$ cat src/rtl/regfile_write_bank.sv
// regfile_write_bank
//   Write side of the integer register file. Holds x1..x31 in flops and
//   presents every register in parallel to the read-port multiplexers.
//   x0 reads as constant zero, and writes to it are accepted and dropped.
//   An optional clear engine zeroes x1..x31, one register per cycle.
//
//   Optional feature macro: REGBANK_CLEAR_EN
//     defined   : the clear FSM, sweep pointer, busy and clr_done are built
//     undefined : busy=0, clr_done=0 and wr_ready=1 are constant, and
//                 clr_req is ignored
//
//   Ports
//     clk        rising-edge clock
//     rst        synchronous active-high reset; clears x1..x31 and the FSM
//     wr_valid   write-back request
//     wr_ready   bank can accept a write (NOT busy)
//     wr_addr    destination register index (5 bits)
//     wr_data    write data (XLEN bits)
//     clr_req    start a clear sweep; this level is sampled in IDLE
//     busy       clear sweep in progress
//     clr_done   one-cycle pulse in the cycle after the last sweep write
//     q0..q31    register contents, driven directly from flops
//
//   Clear FSM states
//     state    | meaning
//     ---------+-------------------------------------------------------
//     ST_IDLE  | normal operation; clr_req starts a sweep
//     ST_SWEEP | zero reg[ptr] each cycle; writes are stalled
//     ST_DONE  | one-cycle completion pulse; clr_req is ignored here

module regfile_write_bank #(
    parameter int XLEN = 32,
    parameter int NREG = 32
) (
    input  logic            clk,
    input  logic            rst,
    input  logic            wr_valid,
    output logic            wr_ready,
    input  logic [4:0]      wr_addr,
    input  logic [XLEN-1:0] wr_data,
    input  logic            clr_req,
    output logic            busy,
    output logic            clr_done,
    output logic [XLEN-1:0] q0,
    output logic [XLEN-1:0] q1,
    output logic [XLEN-1:0] q2,
    output logic [XLEN-1:0] q3,
    output logic [XLEN-1:0] q4,
    output logic [XLEN-1:0] q5,
    output logic [XLEN-1:0] q6,
    output logic [XLEN-1:0] q7,
    output logic [XLEN-1:0] q8,
    output logic [XLEN-1:0] q9,
    output logic [XLEN-1:0] q10,
    output logic [XLEN-1:0] q11,
    output logic [XLEN-1:0] q12,
    output logic [XLEN-1:0] q13,
    output logic [XLEN-1:0] q14,
    output logic [XLEN-1:0] q15,
    output logic [XLEN-1:0] q16,
    output logic [XLEN-1:0] q17,
    output logic [XLEN-1:0] q18,
    output logic [XLEN-1:0] q19,
    output logic [XLEN-1:0] q20,
    output logic [XLEN-1:0] q21,
    output logic [XLEN-1:0] q22,
    output logic [XLEN-1:0] q23,
    output logic [XLEN-1:0] q24,
    output logic [XLEN-1:0] q25,
    output logic [XLEN-1:0] q26,
    output logic [XLEN-1:0] q27,
    output logic [XLEN-1:0] q28,
    output logic [XLEN-1:0] q29,
    output logic [XLEN-1:0] q30,
    output logic [XLEN-1:0] q31
);

    // x0 has no storage.
    logic [XLEN-1:0] regs [1:NREG-1];
    logic [NREG-1:0] wr_en;
    logic [NREG-1:0] clr_en;
    logic            accept;
    logic            unused_ok;

    assign accept = wr_valid & wr_ready;

    // One-hot write decode. Bit 0 is produced but has no register behind it,
    // so a write to x0 completes its handshake and the data is dropped.
    always_comb begin
        wr_en = '0;
        if (accept) begin
            wr_en[wr_addr] = 1'b1;
        end
    end

`ifdef REGBANK_CLEAR_EN
    localparam logic [1:0] ST_IDLE  = 2'd0;
    localparam logic [1:0] ST_SWEEP = 2'd1;
    localparam logic [1:0] ST_DONE  = 2'd2;

    logic [1:0] state;
    logic [4:0] ptr;
    logic [4:0] ptr_eff;

    // ptr should never reach 0. If it somehow does, treat it as 1 so the
    // sweep cannot stall on the missing x0.
    assign ptr_eff = (ptr == 5'd0) ? 5'd1 : ptr;

    assign busy     = (state == ST_SWEEP);
    assign wr_ready = ~busy;
    assign clr_done = (state == ST_DONE);

    always_comb begin
        clr_en = '0;
        if (busy) begin
            clr_en[ptr_eff] = 1'b1;
        end
    end

    always_ff @(posedge clk) begin
        if (rst) begin
            state <= ST_IDLE;
            ptr   <= 5'd1;
        end else begin
            case (state)
                ST_IDLE: begin
                    if (clr_req) begin
                        state <= ST_SWEEP;
                        ptr   <= 5'd1;
                    end
                end
                ST_SWEEP: begin
                    if (ptr_eff == 5'd31) begin
                        state <= ST_DONE;
                        ptr   <= 5'd1;
                    end else begin
                        ptr <= ptr_eff + 5'd1;
                    end
                end
                ST_DONE: begin
                    state <= ST_IDLE;
                end
                default: begin
                    state <= ST_IDLE;
                    ptr   <= 5'd1;
                end
            endcase
        end
    end

    assign unused_ok = wr_en[0] ^ clr_en[0];
`else
    assign busy     = 1'b0;
    assign wr_ready = 1'b1;
    assign clr_done = 1'b0;
    assign clr_en   = '0;

    assign unused_ok = wr_en[0] ^ clr_en[0] ^ clr_req;
`endif

    // A sweep write and a port write can never land on the same edge,
    // because wr_ready is low for the whole sweep.
    always_ff @(posedge clk) begin
        for (int k = 1; k < NREG; k++) begin
            if (rst) begin
                regs[k] <= '0;
            end else if (clr_en[k]) begin
                regs[k] <= '0;
            end else if (wr_en[k]) begin
                regs[k] <= wr_data;
            end
        end
    end

    assign q0  = '0;
    assign q1  = regs[1];
    assign q2  = regs[2];
    assign q3  = regs[3];
    assign q4  = regs[4];
    assign q5  = regs[5];
    assign q6  = regs[6];
    assign q7  = regs[7];
    assign q8  = regs[8];
    assign q9  = regs[9];
    assign q10 = regs[10];
    assign q11 = regs[11];
    assign q12 = regs[12];
    assign q13 = regs[13];
    assign q14 = regs[14];
    assign q15 = regs[15];
    assign q16 = regs[16];
    assign q17 = regs[17];
    assign q18 = regs[18];
    assign q19 = regs[19];
    assign q20 = regs[20];
    assign q21 = regs[21];
    assign q22 = regs[22];
    assign q23 = regs[23];
    assign q24 = regs[24];
    assign q25 = regs[25];
    assign q26 = regs[26];
    assign q27 = regs[27];
    assign q28 = regs[28];
    assign q29 = regs[29];
    assign q30 = regs[30];
    assign q31 = regs[31];

endmodule

$ cat config.mk
export PLATFORM = sky130hd
export DESIGN_NAME = regfile_write_bank
export DESIGN_NICKNAME = d
export VERILOG_FILES = /design/src/rtl/regfile_write_bank.sv
export SDC_FILE = /design/constraint.sdc
export NUM_CORES = 1
export LEC_CHECK = 0
export CAP_MARGIN = 20
export CORE_AREA = 3 3 416 418
export DETAILED_ROUTE_END_ITERATION = 8
export DIE_AREA = 0 0 419 421
export GPL_ROUTABILITY_DRIVEN = 1
export GPL_TIMING_DRIVEN = 0
export HOLD_SLACK_MARGIN = 0.08
export PLACE_DENSITY = 0.55
export RECOVER_POWER = 25
export SYNTH_ARGS = -nofsm -noshare
export SYNTH_HDL_FRONTEND = slang
export SYNTH_SLANG_ARGS = --single-unit
$ cat constraint.sdc
create_clock -name clk -period 4.15 [get_ports clk]
set_clock_uncertainty 0.1 [all_clocks]
set_input_delay 0.83 -clock clk [delete_from_list [all_inputs] [get_ports clk]]
set_output_delay 0.83 -clock clk [all_outputs]
set_load 0.01 [all_outputs]
==> impl_metrics.py <==
metrics = {
    "run_status": {
        "status": "finished with violations",
        "violations": "max-capacitance violations, max-slew violations",
    },
    "clock_network": {
        "cts_tree": "built",
        "cts-htree-levels": 3,
        "root_buffer": "clkbuf_16",
        "cts-resized-gates": 0,
        "path_clk_slew_ns": 0.06,
        "clkSinkCount": 992,
        "holdBufCountCts": 0,
        "numCtsBuffers": 107,
        "clockBufferDepth": 3,
        "postCtsSetupRepairBufs": 0,
    },
    "worst_setup_path": {
        "crit_family": "buffers and inverters",
        "path_max_fanout": 10,
        "slowest_delay_ns": 0.71,
        "slowest_stage": "clkbuf_1",
        "start_kind": "primary input",
        "crit_path_cell_trace": "clkbuf_1 > clkbuf_1 > clkbuf_1 > clkbuf_1 > nand4_1 > nor2_1",
        "crit_path_end_kind": "flip-flop",
        "critPathBufInv": 4,
        "arrival_ns": 4.19,
        "required_ns": 4.61,
        "worstSetupPathType": "primary input to flip-flop",
        "worst_path_most_repeated_cell": "clkbuf_1",
    },
    "logic_synthesis": {
        "synth-edff-count": 992,
        "yosysTopAreaCell": "edfxtp_1",
        "ys_ff_latch": 992,
        "async_flop_share": 0,
        "ys_types": 28,
        "synth_warnings": 0,
        "yosysTopAreaCellShare": 0.791,
        "ys_seq_area_frac": 0.791,
        "syn-cell-area_um2": 37600,
        "synthFlopType": "edfxtp_1",
        "syn_area_per_cell_um2": 15.1,
        "netlist_instances": 2486,
        "ys_top_cells_by_area": "edfxtp_1 79%, and3_1 8.0%, nor2_1 5.1%",
    },
    "run": {
        "cap_viol_max_count": 3,
    },
    "detailed_routing": {
        "detail-route-antenna-nets": 0,
        "first_iter_violations": 3214,
        "routed_wl_mm": 194,
        "avgViaCountPerCell": 4.65,
        "first_pass_iters": 5,
        "wl_per_cell_um": 32.4,
        "drc": 0,
        "vias": 27900,
    },
    "hold_path": {
        "hold_path_end": "regs[1][79]",
        "whs_path_depth": 3,
        "hp-class": "primary input to flip-flop",
        "hp-start": "wr_data[15]",
    },
    "die": {
        "coreArea_um2": 169000,
        "io_pins": 1068,
        "num_rows": 151,
        "start_util": 0.222,
        "dieArea_um2": 176000,
        "dieWidth_um": 419,
        "die_h_um": 421,
    },
    "placed_design": {
        "dpl.cell_count": 5782,
        "dp_slack_ns": -0.634,
        "portBuffers": 996,
        "dp_hpwl_mm": 145,
        "place_congestion": 0.857,
        "placed_cell_area_um2": 51900,
    },
    "power": {
        "p_per_area_nw_per_um2": 441,
        "power_mw": 24.4,
        "ir_drop_mv": 0.337,
        "p_leak_nw": 20.0,
    },
    "global_routing": {
        "grt_usage": 0.213,
        "grt_max_degree": 33,
        "grt_pass1_vias": 26900,
        "grt-ovfl-total": 0,
        "grt_pass1_wl_mm": 253,
        "grt_antenna_before_repair": 38,
    },
    "sta": {
        "rsz0062_at_grt": "false",
        "hold_ws_ns": 0.615,
        "finalSetupTns_ns": 0,
        "period_minus_slack_ns": 3.73,
        "max-slew-margin-rel": -0.0907,
        "worst_pin_slew_ns": 1.63,
        "post-route-period-util": 0.899,
        "hold_viol_final": 0,
        "fmax_mhz": 268,
        "finalSetupViolations": 0,
        "slew_viol_final": 48,
        "fin_ws_ns": 0.420,
    },
    "finish": {
        "nNetsFinal": 3714,
        "final_area_um2": 55300,
        "reg.largest.list": "regs: 992 flops",
        "syn_to_final_growth_pct": 46.9,
        "largest_reg_flops": 992,
        "finalNonFillerCells": 6002,
        "regMostFlops": "regs",
        "fin_util": 0.326,
        "drive_gt1_frac": 0.0848,
    },
}
-- placed cells by master (no fill, tap or decap), drive strengths merged, types with 32 or more instances in the layout --
| cell | n |
|---|---|
| and3 | 480 |
| buf | 123 |
| clkbuf | 370 |
| clkdlybuf4s50 | 540 |
| clkinv | 49 |
| conb | 35 |
| dlygate4sd3 | 456 |
| edfxtp | 992 |
| nand4 | 32 |
| nand4b | 97 |
| nor2 | 512 |
-- logic make-up after synthesis --
family,Yosys count,share of synthesized area
compound gates,31,0.00645
buf+inv,317,0.0376
flops,992,0.791
other cells,2,0.000200
simple gates,1144,0.164
-- tightest hold or removal path, delay by kind of cell --
family / cells / cell delay, ns
AND/OR/NAND/NOR: 1 / 0.16
buffers and inverters: 2 / 0.27
-- worst max-delay path by stage --
stage                     startpoint            to  slack (ns)  depth (start not counted)
final                     wr_addr[4]  regs[1][387]        0.42                          6
after global routing      wr_addr[1]  regs[1][262]        0.16                          4
after global placement    wr_addr[3]  regs[0][476]       -3.10                          5
after CTS                 wr_addr[3]  regs[0][430]        0.19                          6
after detailed placement  wr_addr[3]  regs[0][430]       -0.63                          6
after floorplan           wr_addr[4]  regs[1][416]        0.42                          5
-- metal layers --
layer  part of all wire  routed length (µm)  vias to the layer above  global-route usage
met3              0.098               19000                      306              0.0629
met4              0.039                7650                        2              0.0788
li1                   -                   -                    11500                   -
met1               0.36               70400                    14300               0.246
met2               0.50               97200                     1789               0.370
met5           0.000067                  13                        -                   0
-- layout make-up --
class / instances / area [µm²]
Antenna cell: 20 / 50.0
Buffer: 314 / 1390
Clock buffer: 131 / 2810
Clock inverter: 69 / 733
Fill cell: 16600 / 114000
Inverter: 3 / 11.3
Multi-Input combinational cell: 1210 / 6780
Sequential cell: 992 / 29800
Tap cell: 2218 / 2780
Timing Repair Buffer: 1045 / 10900
-- Yosys cell counts, drive strengths merged, types with 2 or more instances --
cell	number
nand3b	5
clkbuf	200
nor2	512
a41o	4
nand4b	97
o21bai	24
nor3b	4
nand4	32
nand3	2
a21o	3
edfxtp	992
and4bb	2
and3	480
conb	2
or3b	3
nand4bb	2
inv	3
buf	114
-- where the power goes --
group / leakage, nW / internal [mW] / total [mW] / switching, mW
Combinational: 8.84 / 1.05 / 2.77 / 1.72
Clock: 1.74 / 5.64 / 9.85 / 4.22
Sequential: 9.46 / 11.6 / 11.8 / 0.182
No activity file was read; power rests on OpenSTA's default activity.
==> RTL change 1, RTL diff (same flow settings) <==
The option `REGBANK_CLEAR_EN` is turned on by a define.
--- a/src/rtl/regfile_write_bank.sv
+++ b/src/rtl/regfile_write_bank.sv
@@ -29,2 +29,4 @@
 //     ST_DONE  | one-cycle completion pulse; clr_req is ignored here
+
+`define REGBANK_CLEAR_EN
 
Function: not settled (the Yosys comparison gave no result); the edit may change what the design does.
==> RTL change 1 against the original RTL <==
  * The flow still finishes with violations (capacitance limit, slew limit)
  * Non-clock buffer count shrank 93
  * Routed wire length shrank 0.55%
  * Maximum frequency shrank 2.2%
  * Worst setup slack lost 0.082 ns
  * Combinational power shrank 23%
  * Synthesized cell count grew 3.2%
  * Final area shrank 2.1%
  * Synthesized area shrank 2.5%
  * Total power shrank 1.6%
  * Sequential cell count grew 7
  * Critical endpoint is now regs[0][276]
  * Largest power group unchanged
==> RTL change 1: results (changes against the original RTL) <==
[worst_hold_path]
hp-class = register to register
hold_path_depth = 1  ; -2

[outcome]
violations = capacitance limit, slew limit
status = finished with violations

[worst_setup_path]
critPathTopFamily = buffers and inverters
ff2ff_path_depth = 7
max_stage_delay_ns = 1.38  ; +0.67 ns

[layout]
diodes = 13  ; -35%
nonClockBufferCount = 1266  ; -6.8%
top_regs = regs x992, ptr x5, state x2
num-nonclk-inverters = 8  ; +5
multi_input_area_share = 0.103  ; -0.0199
nFillCells = 16800  ; +1.2%
seq-cell-share = 0.553  ; +0.0142
multi_input_comb_cells = 1369  ; +13%
clkbuf_count = 125  ; -4.6%
instances_no_fill = 6081  ; +1.3%
area_share_clock_buf_inv = 0.0689  ; +0.00481
drive_above_1_share = 0.0862  ; +0.00148

[synth]
synth_cell_type_count = 38  ; +36%
ys_top_cells_by_area = edfxtp_1, nor2_1, nand2_1
synth_area_per_cell_um2 = 14.3  ; -5.5%
ys_seq_area_frac = 0.815  ; +0.0237
synth_adder_area_share = 0.00102  ; +0.00102
synthMuxAreaShare = 0.000273  ; +0.000273
synth_compound_area_frac = 0.00988  ; +0.00343
synth_common_cells = nor2_1, edfxtp_1, nand2_1

[placed_design]
io_buffers = 1000  ; +0.40%
dp.cells = 5859  ; +1.3%
postPlaceCellArea_um2 = 50600  ; -2.6%
gp_congestion = 0.889  ; +3.7%
pre_cts_ws_ns = 0.0573  ; +0.692 ns

[sta]
drv_slew = 44  ; -8.3%
worstMarginPinSlew_ns = 2.23  ; +0.596 ns

[cts]
cts_made_buffers = 110  ; +2.8%
ctsHtreeMaxLevel = 3  ; unchanged
clock_sink_count = 999  ; +0.71%

[drt]
vias_per_cell = 4.46  ; -4.1%
wl_um = 193000  ; -0.55%
drt-initial-drc-count = 3260  ; +1.4%

[grt]
grt_pass1_vias = 25900  ; -3.9%
grt_pass1_wl_um = 250000  ; -1.4%
grt_max_degree = 32  ; -3.0%
grt_util_all_layers = 0.213  ; about the same
antenna_found_initial = 35  ; -7.9%

[flow_run]
cap_violations = 4  ; +1

[pwr]
power.ir.vdd_worst_mv = 0.380  ; +13%
p_leak_nw = 18.3  ; -8.8%
powerDensity_nw_per_um2 = 443  ; +0.51%

-- RTL change 1: cell count changes after synthesis, sizes merged, moves of 4 or more --
cell and change:
nand3b -5, nand4b -97, and3 -479, a41o -4, clkbuf -65, nand2 +258
o21bai -24, nor2 +487, nor3 +5, dfxtp +7, nand4 -29, buf -29
inv +5, a221o +31
-- RTL change 1: power breakdown --
group / leakage [nW] / internal (mW) / total (mW) / switching (mW)
Sequential: 10.3 / 11.4 / 11.6 / 0.128
Combinational: 6.10 / 0.776 / 2.14 / 1.36
Clock: 1.82 / 5.82 / 10.3 / 4.45
Total: 18.3 / 18.0 / 24.0 / 5.94
-- RTL change 1: kinds of logic after synthesis --
kind of cell,Yosys count
buffers and inverters,228
and+or+nand+nor,1295
DFF,999
muxes,1
AOI/OAI and AO/OA,38
other,1
adders and majority gates,3
-- RTL change 1: layer usage --
layer / wire length [um] / part of all wire / track usage / vias to the layer above
li1: - / - / - / 11200
met1: 70800 / 0.37 / 0.252 / 13800
met2: 95200 / 0.49 / 0.361 / 1777
met3: 18400 / 0.095 / 0.0569 / 332
met4: 8830 / 0.046 / 0.0931 / 8
met5: 55 / 0.00028 / 0 / -
-- RTL change 1: path summary, 6_finish.rpt --
| kind | from | end | slack (ns) |
|---|---|---|---|
| hold reg to reg | state[1] | state[0] | 0.38 |
| setup reg to reg | state[1] | regs[0][705] | 0.56 |
| setup / recovery | rst | regs[0][276] | 0.34 |
| hold / removal | state[1] | state[0] | 0.38 |
==> RTL change 2, RTL diff (same settings) <==
Without the edit above. The parameter `XLEN` goes from 32 to 16.
--- a/src/rtl/regfile_write_bank.sv
+++ b/src/rtl/regfile_write_bank.sv
@@ -31,3 +31,3 @@
 module regfile_write_bank #(
-    parameter int XLEN = 32,
+    parameter int XLEN = 16,
     parameter int NREG = 32
Ports: changed (33 resized); port bits go from 1068 to 540. The function was not compared with the original's and may differ.
==> RTL change 2 against the original RTL <==
  * The run still ends with capacitance limit, slew limit left
  * Synthesized area shrank 49%
  * Routed wire length fell by 49%
  * Count of clock-buffer cells in the layout is 66 lower
  * Final area shrank 47%
  * Sequential cell count down 496
  * Maximum frequency is 3.4% higher
  * Total power is 49% lower
  * Non-clock buffer count fell by 693
  * Worst setup slack better by 0.12 ns
  * Utilization shrank 15 points
  * Critical path type unchanged
  * Largest cell class unchanged
  * Highest routed layer is now met4
==> RTL change 2: results (changes against the original RTL) <==
[drt]
drt-initial-drc-count = 940  ; -71%
num_vias = 13500  ; -51%
post_drt_wl_per_cell_um = 23.7  ; -27%
dr.pass1.iters = 5  ; unchanged

[worst_setup_path]
cpMaxStageDelayCell = clkbuf_1
critPathTopFamily = buffers and inverters
max_stage_delay_ns = 1.27  ; +0.56 ns
cp_max_fo = 10  ; unchanged
worstPathArrival_ns = 3.87  ; -0.32 ns

[sta]
worstMarginPinSlew_ns = 1.69  ; +0.0528 ns
drv_slew = 11  ; -77%
fmax_ghz = 0.277  ; +3.4%

[pwr]
sw_frac_of_total = 0.255  ; +0.00426
p_leak_nw = 9.26  ; -54%
power.ir.vdd_worst_mv = 0.282  ; -16%

[synth]
synth_cell_type_count = 24  ; -14%
synth-edff-count = 496  ; -50%
ys_seq_area_frac = 0.780  ; -0.0117
ys_top_cells_by_area = edfxtp_1, nor2_1, nand4bb_1
synth_common_cells = edfxtp_1, nor2_1, clkbuf_1
yosysWarnings = 0  ; unchanged
async_flop_share = 0  ; unchanged

[cts]
cts_max_path_buffers = 3  ; unchanged
clk_pin_slew_worst_paths_ns = 0.06  ; about the same
ctsHtreeMaxLevel = 2  ; -1
ctsResizeCount = 0  ; unchanged
cts_made_buffers = 58  ; -46%
root_buffer = clkbuf_16
cts_setup_buffers = 0  ; unchanged

[placed_design]
io_buffers = 500  ; -50%
pre_cts_ws_ns = 0.276  ; +0.910 ns
gp_congestion = 0.770  ; -10%
postPlaceCellArea_um2 = 27500  ; -47%
place_hpwl_um = 77200  ; -47%

[grt]
grt_pass1_wl_um = 128000  ; -49%
grt_util_all_layers = 0.109  ; -0.104
grt_busiest_layer = met2
grtUsageMet2 = 0.217  ; -0.153
use_met3 = 0.0167  ; -0.0462
grt_max_degree = 17  ; -48%
antenna_found_initial = 4  ; -89%
grt_pass1_vias = 13600  ; -49%
grt.met1_usage = 0.108  ; -0.139

[layout]
top_regs = regs x496
layout.nets = 1928  ; -48%
nFillCells = 18400  ; +11%
drive_above_1_share = 0.113  ; +0.0280

[outcome]
status = finished with violations
violations = capacitance limit, slew limit

[worst_hold_path]
hp-class = input port to register

[flow_run]
cap_violations = 1  ; -2

-- RTL change 2: cell count changes after synthesis, sizes merged --
cell / unedited run / this run
and3: 480 / 48
nor2: 512 / 448
nand4bb: 2 / 50
nand4: 32 / 16
edfxtp: 992 / 496
nor4b: 1 / 0
buf: 114 / 79
a21o: 3 / 0
nand4b: 97 / 49
clkbuf: 200 / 62
nor3b: 4 / 1
a41o: 4 / 7
-- RTL change 2: final cells by class --
class	instances	area share
sequential	496	0.507
multi-input combinational	678	0.124
timing repair buffer	525	0.185
tap	2218	0.0944
buffer	141	0.0238
antenna	7	0.000596
inverter	3	0.000383
clock buffer	65	0.0510
clock inverter	43	0.0141
-- RTL change 2: logic make-up (layout without fill, tap and decap cells) --
family                 Yosys count  count (layout)  share of synthesized area
other                            2              26                   0.000393
AO/OA/AOI/OAI                   31              31                     0.0131
flip-flops                     496             496                      0.780
AND/OR/NAND/NOR                628             628                      0.168
buffers and inverters          144             777                     0.0384
-- RTL change 2: path summary, 6_finish.rpt --
| path | start | end | cells after the start |
|---|---|---|---|
| min | wr_data[10] | regs[0][42] | 2 |
| max | rst | regs[1][69] | 6 |
-- RTL change 2: metrics by stage --
stage	utilization	instances	power (mW)	hold WS, ns
finish	0.173	4176	12.5	0.776
global route	0.173	4169	12.9	0.734
CTS	0.174	4169	12.7	0.730
detailed placement	0.162	4061	7.46	1.47
global placement	0.159	4036	7.40	1.47
floorplan	-	1318	6.41	1.08
-- RTL change 2: power groups by stage --
stage                     clock network [mW]  registers (mW)  logic, mW
after floorplan                            0            6.13      0.281
after global placement                     0            6.00       1.40
after detailed placement                   0            5.99       1.47
after CTS                               5.35            5.89       1.47
after global routing                    5.52            5.91       1.45
final                                   5.20            5.88       1.39
-- RTL change 2: metal layers --
layer  routed length, um  share of wire
met1               33100           0.33
met2               56500           0.57
met3                4540          0.046
met4                4960          0.050
met5                   0              0
